### config.mk
export PLATFORM = sky130hd
export DESIGN_NAME = sdram_qos_arbiter
export DESIGN_NICKNAME = d
export VERILOG_FILES = /design/src/rtl/sdram_qos_arbiter.sv
export SDC_FILE = /design/constraint.sdc
export NUM_CORES = 1
export LEC_CHECK = 0
export CORE_AREA = 2 2 87 89
export DETAILED_ROUTE_END_ITERATION = 10
export DIE_AREA = 0 0 89 91
export DONT_BUFFER_PORTS = 1
export GPL_TIMING_DRIVEN = 0
export HOLD_SLACK_MARGIN = 0.03
export SLEW_MARGIN = 20
export SYNTH_ARGS = -nofsm -noshare
export SYNTH_HDL_FRONTEND = slang
export SYNTH_SLANG_ARGS = --single-unit
### constraint.sdc
create_clock -name clkSYS -period 3.3 [get_ports clkSYS]
set_input_delay 0.66 -clock clkSYS [delete_from_list [all_inputs] [get_ports clkSYS]]
set_output_delay 0.66 -clock clkSYS [all_outputs]
set_load 0.05 [all_outputs]
### src/rtl/sdram_qos_arbiter.sv
// Round-robin SDRAM client-port arbiter with urgency override and bounded bursts.
// One owner may issue up to BURST back-to-back transactions before the port rotates.
module sdram_qos_arbiter #(
    parameter int unsigned AN    = 24,
    parameter int unsigned DN    = 16,
    parameter int unsigned IN    = 4,
    parameter int unsigned BURST = 8,
    localparam int unsigned GW   = (IN > 1) ? $clog2(IN) : 1,
    localparam int unsigned CW   = $clog2(BURST + 1)
) (
    input  logic                   clkSYS,
    input  logic                   reset,
    input  logic [IN-1:0][AN-1:0]  in_addr,
    input  logic [IN-1:0][DN-1:0]  in_data,
    input  logic [IN-1:0]          in_wr,
    input  logic [IN-1:0]          in_req,
    input  logic [IN-1:0]          urgent,
    output logic [IN-1:0]          in_ack,
    output logic [AN-1:0]          addr,
    output logic [DN-1:0]          data,
    output logic                   wr,
    output logic                   req,
    input  logic                   ack,
    output logic [GW-1:0]          grant,
    output logic                   busy
);

    typedef enum logic [1:0] {StIdle, StGrant, StArb} state_e;

    state_e        state_q, state_d;
    logic [GW-1:0] grant_q, grant_d;
    logic [GW-1:0] last_q, last_d;
    logic [CW-1:0] count_q, count_d;
    logic [AN-1:0] addr_q, addr_d;
    logic [DN-1:0] data_q, data_d;
    logic          wr_q, wr_d;

    logic [IN-1:0] urg_req;
    logic [IN-1:0] cand;
    logic [IN-1:0] grant_oh;
    logic [GW-1:0] winner;
    logic [GW-1:0] idx;
    logic [GW-1:0] sel;
    logic          load;
    logic          others_urgent;

    // Rotating search from last+1; walking backwards lets the nearest candidate win.
    always_comb begin
        urg_req = in_req & urgent;
        cand    = (|urg_req) ? urg_req : in_req;
        winner  = last_q;
        idx     = '0;
        for (int i = int'(IN); i > 0; i--) begin
            idx = GW'((int'(last_q) + i) % int'(IN));
            if (cand[idx]) begin
                winner = idx;
            end
        end
    end

    always_comb begin
        grant_oh          = '0;
        grant_oh[grant_q] = 1'b1;
        others_urgent     = |(urg_req & ~grant_oh);
    end

    always_comb begin
        state_d = state_q;
        grant_d = grant_q;
        last_d  = last_q;
        count_d = count_q;
        load    = 1'b0;
        sel     = grant_q;
        unique case (state_q)
            StIdle: begin
                if (|in_req) begin
                    state_d = StGrant;
                    grant_d = winner;
                    last_d  = winner;
                    count_d = CW'(1);
                    load    = 1'b1;
                    sel     = winner;
                end
            end
            StGrant: begin
                if (ack) begin
                    state_d = StArb;
                end
            end
            StArb: begin
                // Continuation keeps the owner and leaves the rotation pointer alone.
                if (in_req[grant_q] && (count_q < CW'(BURST)) && !others_urgent) begin
                    state_d = StGrant;
                    count_d = count_q + CW'(1);
                    load    = 1'b1;
                    sel     = grant_q;
                end else if (|in_req) begin
                    state_d = StGrant;
                    grant_d = winner;
                    last_d  = winner;
                    count_d = CW'(1);
                    load    = 1'b1;
                    sel     = winner;
                end else begin
                    state_d = StIdle;
                end
            end
            default: state_d = StIdle;
        endcase
    end

    always_comb begin
        addr_d = addr_q;
        data_d = data_q;
        wr_d   = wr_q;
        if (load) begin
            addr_d = in_addr[sel];
            data_d = in_data[sel];
            wr_d   = in_wr[sel];
        end
    end

    always_ff @(posedge clkSYS) begin
        if (reset) begin
            state_q <= StIdle;
            grant_q <= '0;
            last_q  <= GW'(IN - 1);
            count_q <= '0;
            addr_q  <= '0;
            data_q  <= '0;
            wr_q    <= 1'b0;
        end else begin
            state_q <= state_d;
            grant_q <= grant_d;
            last_q  <= last_d;
            count_q <= count_d;
            addr_q  <= addr_d;
            data_q  <= data_d;
            wr_q    <= wr_d;
        end
    end

    // Reset suppresses the acknowledge so an aborted transaction is never reported done.
    assign in_ack = (state_q == StGrant && ack && !reset) ? grant_oh : '0;
    assign req    = (state_q == StGrant);
    assign busy   = (state_q != StIdle);
    assign grant  = grant_q;
    assign addr   = addr_q;
    assign data   = data_q;
    assign wr     = wr_q;

endmodule
==> run metrics <==
status=finished, final reports clean; Final TNS setup=0 ps; total of max-cap violations=0; WP buf/inv=3; top-area cell type share of the netlist area=32.0%; via count=2633; flop-to-flop setup slack=300 ps; Area Overhead vs Synth=7.25%; switching pwr=0.000920 W; clk_lat worst skew=300 ps; CP Launch Type=flip-flop; antenna cell count=0; CP cell instances=buf_2 -> mux4_2 -> o2111ai_2 -> a31oi_1 -> nor2_1 -> o32a_2 -> buf_12 -> buf_12 -> mux2i_1 -> o221ai_1; CP max stage delay=640 ps; CTS sink count=51; GRT Total Usage=19.6%; placer congestion estimate=0.832; Syn Std Cell Area=0.00319 mm2; Pwr per Cell Area=631 mW/mm2; Post-Syn Instances=326; Hold Crit Endpoint=count_q[3]; Num CTS Buffers=5; Sw Share=42.6%; CTS tree=yes; Worst slew margin=40.8%; Setup-failing EPs final=0; final hold viol count=0; Clock Path Buffers=2; Post-synth ARST share=0%; Worst Hold Depth=2; Min Hold Slack=471 ps; Comb pwr share=30.0%; Tightest Pin Transition=884 ps; largest net degree at the start of global routing=15; synth top area cells=dfxtp_1, mux2i_1, o221ai_1, nand2_1, buf_12; WL final=8450 um; Post-CTS Setup Inserts=0; leading area contributor after synthesis=dfxtp_1; DR vias/cell=6.08; # nets final=509; HP Start=count_q[3]; H-tree levels=2; Detailed Place HPWL=6760 um; row count=31; fin area=0.00342 mm2; Reg-to-Reg End=data[0]; starting density of the core=44.7%; Root Driver=clkbuf_8; Port Buffers=0; final period utilization=90.8%; antenna violations before repair=0; CP max stage cell=dfxtp_1; most frequent cells in the layout=mux2i_1, nand2_1, dfxtp_1; sequential power share=51.9%; most common cell after layout, fill and taps aside=mux2i_1; RSZ-0062 raised after global routing=no; Top FF cell, synth=dfxtp_1; die area=0.00810 mm2; Req. time, crit path=3480 ps; clock slew at reported path FFs=90 ps; first-pass GRT wire length=12600 um; Hold-fix buffers, CTS=0; Hold WC Path Type=reg -> reg; Top delay family on crit path=compound AO/OA/AOI/OAI gates; yosys warns=0; Final Max Slew Viols=0; Initial DRC Count=102; drt pass-1 iters=4; Crit Path Max Fanout=10; Layout Skew=8.05 ps; layout cells sized above 1=10.8%; number of synthesized flops with an enable pin=0; Leak=1.42 nW; fmax=0.334 GHz; number of global-route vias before repair=2547; DR DRC count=0; Worst Path Arrival=3180 ps; num ports=224; critical path class=reg -> reg; Placed Area=0.00332 mm2; post-synthesis cell type count=48; gr ovfl total=0; Synth Register Bits=51; Int Pwr=0.00124 W; routed length per instance=19.5 um; clock share of power=18.1%; Worst R2R Path Depth=10; Routed Antenna Nets=0; die width=89 um; crit end category=flip-flop; Peak supply drop=0.338 mV; CP most frequent cell=buf_12; Crit Reg-Reg Startpoint=grant[0]; fin crit period=3000 ps; syn avg cell area=9.79 um2; CORE AREA=0.00714 mm2; Syn Nets=502; DIE HEIGHT=91 um; Seq/Total Area, Yosys=32.0%
-- metrics by stage --
stage	std cells	util [%]	power [W]	setup WS, ps
2_1_floorplan	326	-	0.00167	1.94
3_3_place_gp	425	46.5	0.00178	-80.1
3_5_place_dp	425	46.5	0.00179	330
4_1_cts	433	47.9	0.00218	34.0
5_1_grt	433	48.0	0.00227	81.4
6_report	433	48.0	0.00216	303
-- synth_stat cells (2+ instances only) --
master	n
mux2i_1	83
nand3b_1	2
nor2_1	9
and3b_1	2
buf_12	8
clkbuf_1	10
a31oi_1	3
a211oi_1	2
o221ai_1	41
or2_2	2
buf_6	5
nand2_1	56
or2b_1	2
a21oi_1	7
o21ai_0	6
a22oi_1	3
dfxtp_1	51
nor2b_1	2
buf_2	3
-- how the worst max path moves through the flow --
stage / startpoint / endpoint / slack (ps) / cells after the start
floorplan: state_q[0] / in_ack[0] / 2 / 3
global placement: state_q[0] / in_ack[0] / -80 / 3
detailed placement: grant[0] / data[0] / 330 / 10
CTS: state_q[0] / in_ack[1] / 30 / 4
global route: grant[1] / data[0] / 80 / 9
finish: grant[0] / data[0] / 300 / 10
-- routing by layer --
| metal | up-vias | wire, um | share of wire, % | global-route usage, % |
|---|---|---|---|---|
| li1 | 1260 | - | - | - |
| met1 | 1237 | 3410 | 40 | 23.5 |
| met2 | 131 | 4360 | 52 | 35.7 |
| met3 | 5 | 604 | 7.2 | 3.73 |
| met4 | 0 | 72 | 0.85 | 4.10 |
| met5 | - | 0 | 0 | 0 |
-- cells by family (layout without fill, tap and decap cells) --
family / count (synthesis) / in the layout / synth area share [%]
adders and majority gates: 1 / 1 / 0.392
muxes: 84 / 84 / 26.7
DFF: 51 / 51 / 32.0
buffers and inverters: 28 / 36 / 9.13
and+or+nand+nor: 87 / 87 / 12.9
AOI/OAI and AO/OA: 75 / 75 / 18.8
-- power groups by stage --
stage | logic (W) | registers [W] | clock network (W)
after global routing | 0.000707 | 0.00113 | 0.000428
after global placement | 0.000646 | 0.00114 | 0
after floorplan | 0.000558 | 0.00111 | 0
after CTS | 0.000655 | 0.00112 | 0.000406
final | 0.000648 | 0.00112 | 0.000391
after detailed placement | 0.000655 | 0.00114 | 0
-- timing repair --
item / CTS / global route
setup endpoints to repair: 0 / 2
gates resized for setup: 0 / 1
hold endpoints to repair: 0 / 0
-- flip-flops by register name (all words and copies together), names as in the netlist --
name / flops
addr: 24
count_q: 4
data: 16
grant: 2
last_q: 2
state_q: 2
wr: 1
-- tightest hold or removal path, delay by kind of cell, from the launching register on --
| family | cells | cell delay, ps |
|---|---|---|
| and+or+nand+nor | 1 | 60 |
| AOI/OAI and AO/OA | 1 | 50 |
| DFF | 1 | 330 |
-- layout make-up --
class,count,area [um2]
fillers,697,3710
multi-input cells,247,1890
flip-flops and latches,51,1020
plain buffers,27,288
well taps,99,124
clock buffers,8,100
inverters,1,3.75
(Power assumes the default switching activity.)
==> RTL change 1 (config.mk and constraints unchanged) <==
The parameter `BURST` goes from 8 to 4.
--- a/src/rtl/sdram_qos_arbiter.sv
+++ b/src/rtl/sdram_qos_arbiter.sv
@@ -4,7 +4,7 @@
     parameter int unsigned AN    = 24,
     parameter int unsigned DN    = 16,
     parameter int unsigned IN    = 4,
-    parameter int unsigned BURST = 8,
+    parameter int unsigned BURST = 4,
     localparam int unsigned GW   = (IN > 1) ? $clog2(IN) : 1,
     localparam int unsigned CW   = $clog2(BURST + 1)
 ) (
Check against the original RTL: not equivalent (a bounded check fails within 10 cycles, from zero or initial values and one cycle with reset high).
==> RTL change 1 against the unedited design <==
  * Synthesized cell count grew 4.0%
  * Sequential cell count is 1 lower
  * Worst setup slack worse by 0.063 ns
  * Non-clock buffer count up 4
  * Clock power rose by 11%
  * Worst hold slack improved by 0.034 ns
  * Clock skew is 0.0027 ns lower
  * Cell area is 4.3% higher
  * Power grew 23%
  * Critical path type unchanged
  * Final cell count rose by 3.0%
  * Critical path depth unchanged
  * Die area stayed put
  * Area after synthesis grew 4.5%
  * Routed wire length rose by 2.0%
==> RTL change 1: results (changes against the unedited design) <==
[synth]
synth_compound_area_frac = 0.244  ; was 0.188
synthAdderAreaFrac = 0.00375  ; was 0.00392
syn_area_per_cell_um2 = 9.85  ; was 9.79 um2
synth_common_cells = 82 x mux2i_1, 56 x nand2_1, 50 x dfxtp_1, 40 x o221ai_2, 16 x nor2_1  ; was 83 x mux2i_1, 56 x nand2_1, 51 x dfxtp_1, 41 x o221ai_1, 10 x clkbuf_1
ys_seq_area_frac = 0.300  ; was 0.320
muxShareOfSynthArea = 0.256  ; was 0.267
syn-num-nets = 515  ; was 502
synth.area.top_cells = dfxtp_1 30%, mux2i_1 25%, o221ai_2 18%, nand2_1 6.3%, buf_6 3.4%  ; was dfxtp_1 32%, mux2i_1 26%, o221ai_1 11%, nand2_1 6.6%, buf_12 5.0%
synth_cell_types = 41  ; was 48

[routing]
wire_per_inst_um = 19.3  ; was 19.5 um
route.met3.wl_um = 746  ; was 604 um
drt-total-wl_um = 8610  ; was 8450 um
drt-met1-wl_um = 3330  ; was 3410 um
drtIter0Drc = 57  ; was 102
wl_met2_um = 4450  ; was 4360 um
routed.top_layer = met4  ; unchanged
route.detailed.drc = 0  ; unchanged
viasPerCell = 5.90  ; was 6.08

[placed_design]
hpwl_um = 6810  ; was 6760 um
routabilityCongestion = 0.787  ; was 0.832
place_inst = 438  ; was 425

[global_routing]
grt_pass1_wl_um = 12700  ; was 12600 um
grt_use_total = 0.200  ; was 0.196
use_met1 = 0.228  ; was 0.235
grt_use_met2 = 0.366  ; was 0.357
grt.met3_usage = 0.0500  ; was 0.0373
grt_pass1_vias = 2572  ; was 2547

[critical_path]
slowest_delay_ns = 0.66  ; was 0.64 ns
crit_family = multiplexers  ; was compound AO/OA/AOI/OAI gates

[sta]
clock-skew-final_ns = 0.00531  ; was 0.00805 ns
slew_headroom = 0.407  ; was 0.408

[cells_and_area]
fill_cells = 684  ; was 697
layout-drive-gt1-share = 0.219  ; was 0.108

[run_status]
status = completed  ; unchanged

[cts]
ctsResizeCount = 1  ; was 0

-- RTL change 1: cell types whose count changed after synthesis, sizes merged, moves of 2 or more --
cell and delta:
or3b -2, nand3 +3, and3 +3, o21ai -2, or2b -2, nand2b +2, a211oi -2, o211ai -2
buf +5, a21oi +5, inv +3, o2111ai -2, a31oi -3, nor2 +6
-- RTL change 1: worst paths after layout --
| path | start | endpoint | slack [ns] |
|---|---|---|---|
| worst max-delay path | grant[1] | addr[10] | 0.24 |
| worst min-delay path | count_q[1] | count_q[1] | 0.51 |
| worst max register to register | grant[1] | addr[10] | 0.24 |
| worst min register to register | count_q[1] | count_q[1] | 0.51 |
-- RTL change 1: final cells by class --
class	instances	area, um2	area share
multi-input combinational	254	2110	0.590
sequential	50	1000	0.280
buffer	31	216	0.0606
tap	99	124	0.0347
clock buffer	7	76.3	0.0214
clock inverter	1	30.0	0.00841
inverter	4	15.0	0.00420
-- RTL change 1: worst register-to-register path: stages (launching register included) --
cell      delay [ns]
dfxtp_1         0.66
buf_4           0.26
mux4_2          0.51
nand3_1         0.10
a221o_2         0.20
and2_1          0.23
a21o_1          0.17
buf_6           0.19
buf_4           0.24
mux2i_1         0.27
o221ai_2        0.12
-- RTL change 1: power breakdown --
group | switching (mW) | internal (mW)
sequential | 0.574 | 0.747
clock | 0.207 | 0.227
combinational | 0.475 | 0.422
total | 1.26 | 1.40
-- RTL change 1: metrics by stage --
step	area [um2]	worst slack, ns	hold slack (ns)	total power, mW
global route	3570	0.0505	0.538	2.80
CTS	3570	0.221	0.507	2.68
floorplan	3340	0.392	0.455	2.08
finish	3570	0.240	0.505	2.65
global placement	3460	0.275	0.474	2.24
detailed placement	3460	0.246	0.485	2.25
==> RTL change 2 (config.mk and constraints unchanged) <==
Made on the original files. Take the reset off `addr_q` and load it in a clocked block of its own.
--- a/src/rtl/sdram_qos_arbiter.sv
+++ b/src/rtl/sdram_qos_arbiter.sv
@@ -126,7 +126,6 @@
             grant_q <= '0;
             last_q  <= GW'(IN - 1);
             count_q <= '0;
-            addr_q  <= '0;
             data_q  <= '0;
             wr_q    <= 1'b0;
         end else begin
@@ -134,10 +133,13 @@
             grant_q <= grant_d;
             last_q  <= last_d;
             count_q <= count_d;
-            addr_q  <= addr_d;
             data_q  <= data_d;
             wr_q    <= wr_d;
         end
+    end
+
+    always_ff @(posedge clkSYS) begin
+        addr_q <= addr_d;
     end
 
     // Reset suppresses the acknowledge so an aborted transaction is never reported done.
Formal check against the unedited RTL: not equivalent (Yosys sat finds a counterexample within 4 cycles, from zero or initial values and one cycle with reset high).
==> RTL change 2 against the unedited design <==
  * Sequential power increased by 14%
  * Routed wire length decreased by 2.1%
  * Area after synthesis decreased by 4.6%
  * Sequential cell count unchanged
  * Worst setup slack got worse by 0.15 ns
  * Cell area decreased by 3.7%
  * Clock skew about the same
  * Power increased by 3.1%
  * Critical endpoint is now addr[8]
==> RTL change 2: results (changes against the unedited design) <==
[run_status]
status = completed  ; unchanged

[critical_path]
crit_family = buffers and inverters  ; was compound AO/OA/AOI/OAI gates
rr_endpoint = addr[8]  ; was data[0]

[cells_and_area]
inverters = 5  ; was 1
layout-drive-gt1-share = 0.226  ; was 0.108
finalNonFillerCells = 351  ; was 433
seq_share = 0.384  ; was 0.298
nonClkBufAreaFrac = 0.0565  ; was 0.0840
non_clock_buffer_count = 20  ; was 27
clkCellAreaFrac = 0.0269  ; was 0.0292
multi_input_area_um2 = 1610  ; was 1890 um2

[power_and_ir_drop]
irDropWorstVdd_v = 0.000307  ; was 0.000338 V
switching_share = 0.431  ; was 0.426
p_leak_nw = 1.16  ; was 1.42 nW

[synth]
synthAdderAreaFrac = 0.00411  ; was 0.00392
syn_area_per_cell_um2 = 12.6  ; was 9.79 um2
ys_seq_area_frac = 0.414  ; was 0.320
synth_compound_area_frac = 0.108  ; was 0.188

[min_path]
min_delay_path_depth = 1  ; was 2
hold_start = reset  ; was count_q[3]

[placed_design]
place_inst = 340  ; was 425
routabilityCongestion = 0.798  ; was 0.832
place_worst_setup_slack_ns = -0.579  ; was 0.330 ns

[global_routing]
use_met1 = 0.219  ; was 0.235
grt_pass1_vias = 2256  ; was 2547
grt_use_met2 = 0.358  ; was 0.357
grt_use_total = 0.193  ; was 0.196
grt.met3_usage = 0.0482  ; was 0.0373

[routing]
viasPerCell = 6.27  ; was 6.08
drt-total-wl_um = 8270  ; was 8450 um
drtIter0Drc = 68  ; was 102

[sta]
holdWs_ns = 0.472  ; was 0.471 ns

[cts]
ctsResizeCount = 4  ; was 0

==> RTL change 2: cell types whose count changed after synthesis, sizes merged, moves of 4 or more <==
cell	before	now
edfxtp	0	24
nand2b	1	5
o221ai	41	17
mux2i	83	35
clkbuf	10	5
dfxtp	51	27
nand2	56	25
mux4	1	25
==> RTL change 2: how the worst max path moves through the flow <==
| stage | start | end | slack (ns) | depth (start not counted) |
|---|---|---|---|---|
| 6_report | in_req[3] | addr[8] | 0.16 | 10 |
| 5_1_grt | in_req[3] | addr[9] | 0.006 | 10 |
| 4_1_cts | in_req[3] | addr[15] | 0.16 | 10 |
| 3_5_place_dp | in_req[3] | addr[15] | -0.58 | 10 |
| 3_3_place_gp | in_req[3] | addr[15] | -0.58 | 10 |
| 2_1_floorplan | in_req[3] | addr[10] | 0.05 | 10 |
==> RTL change 2: per-layer routing <==
metal	part of all wire	routed length [um]
met1	0.36	2980
met3	0.084	697
met5	0	0
met2	0.54	4500
met4	0.011	92
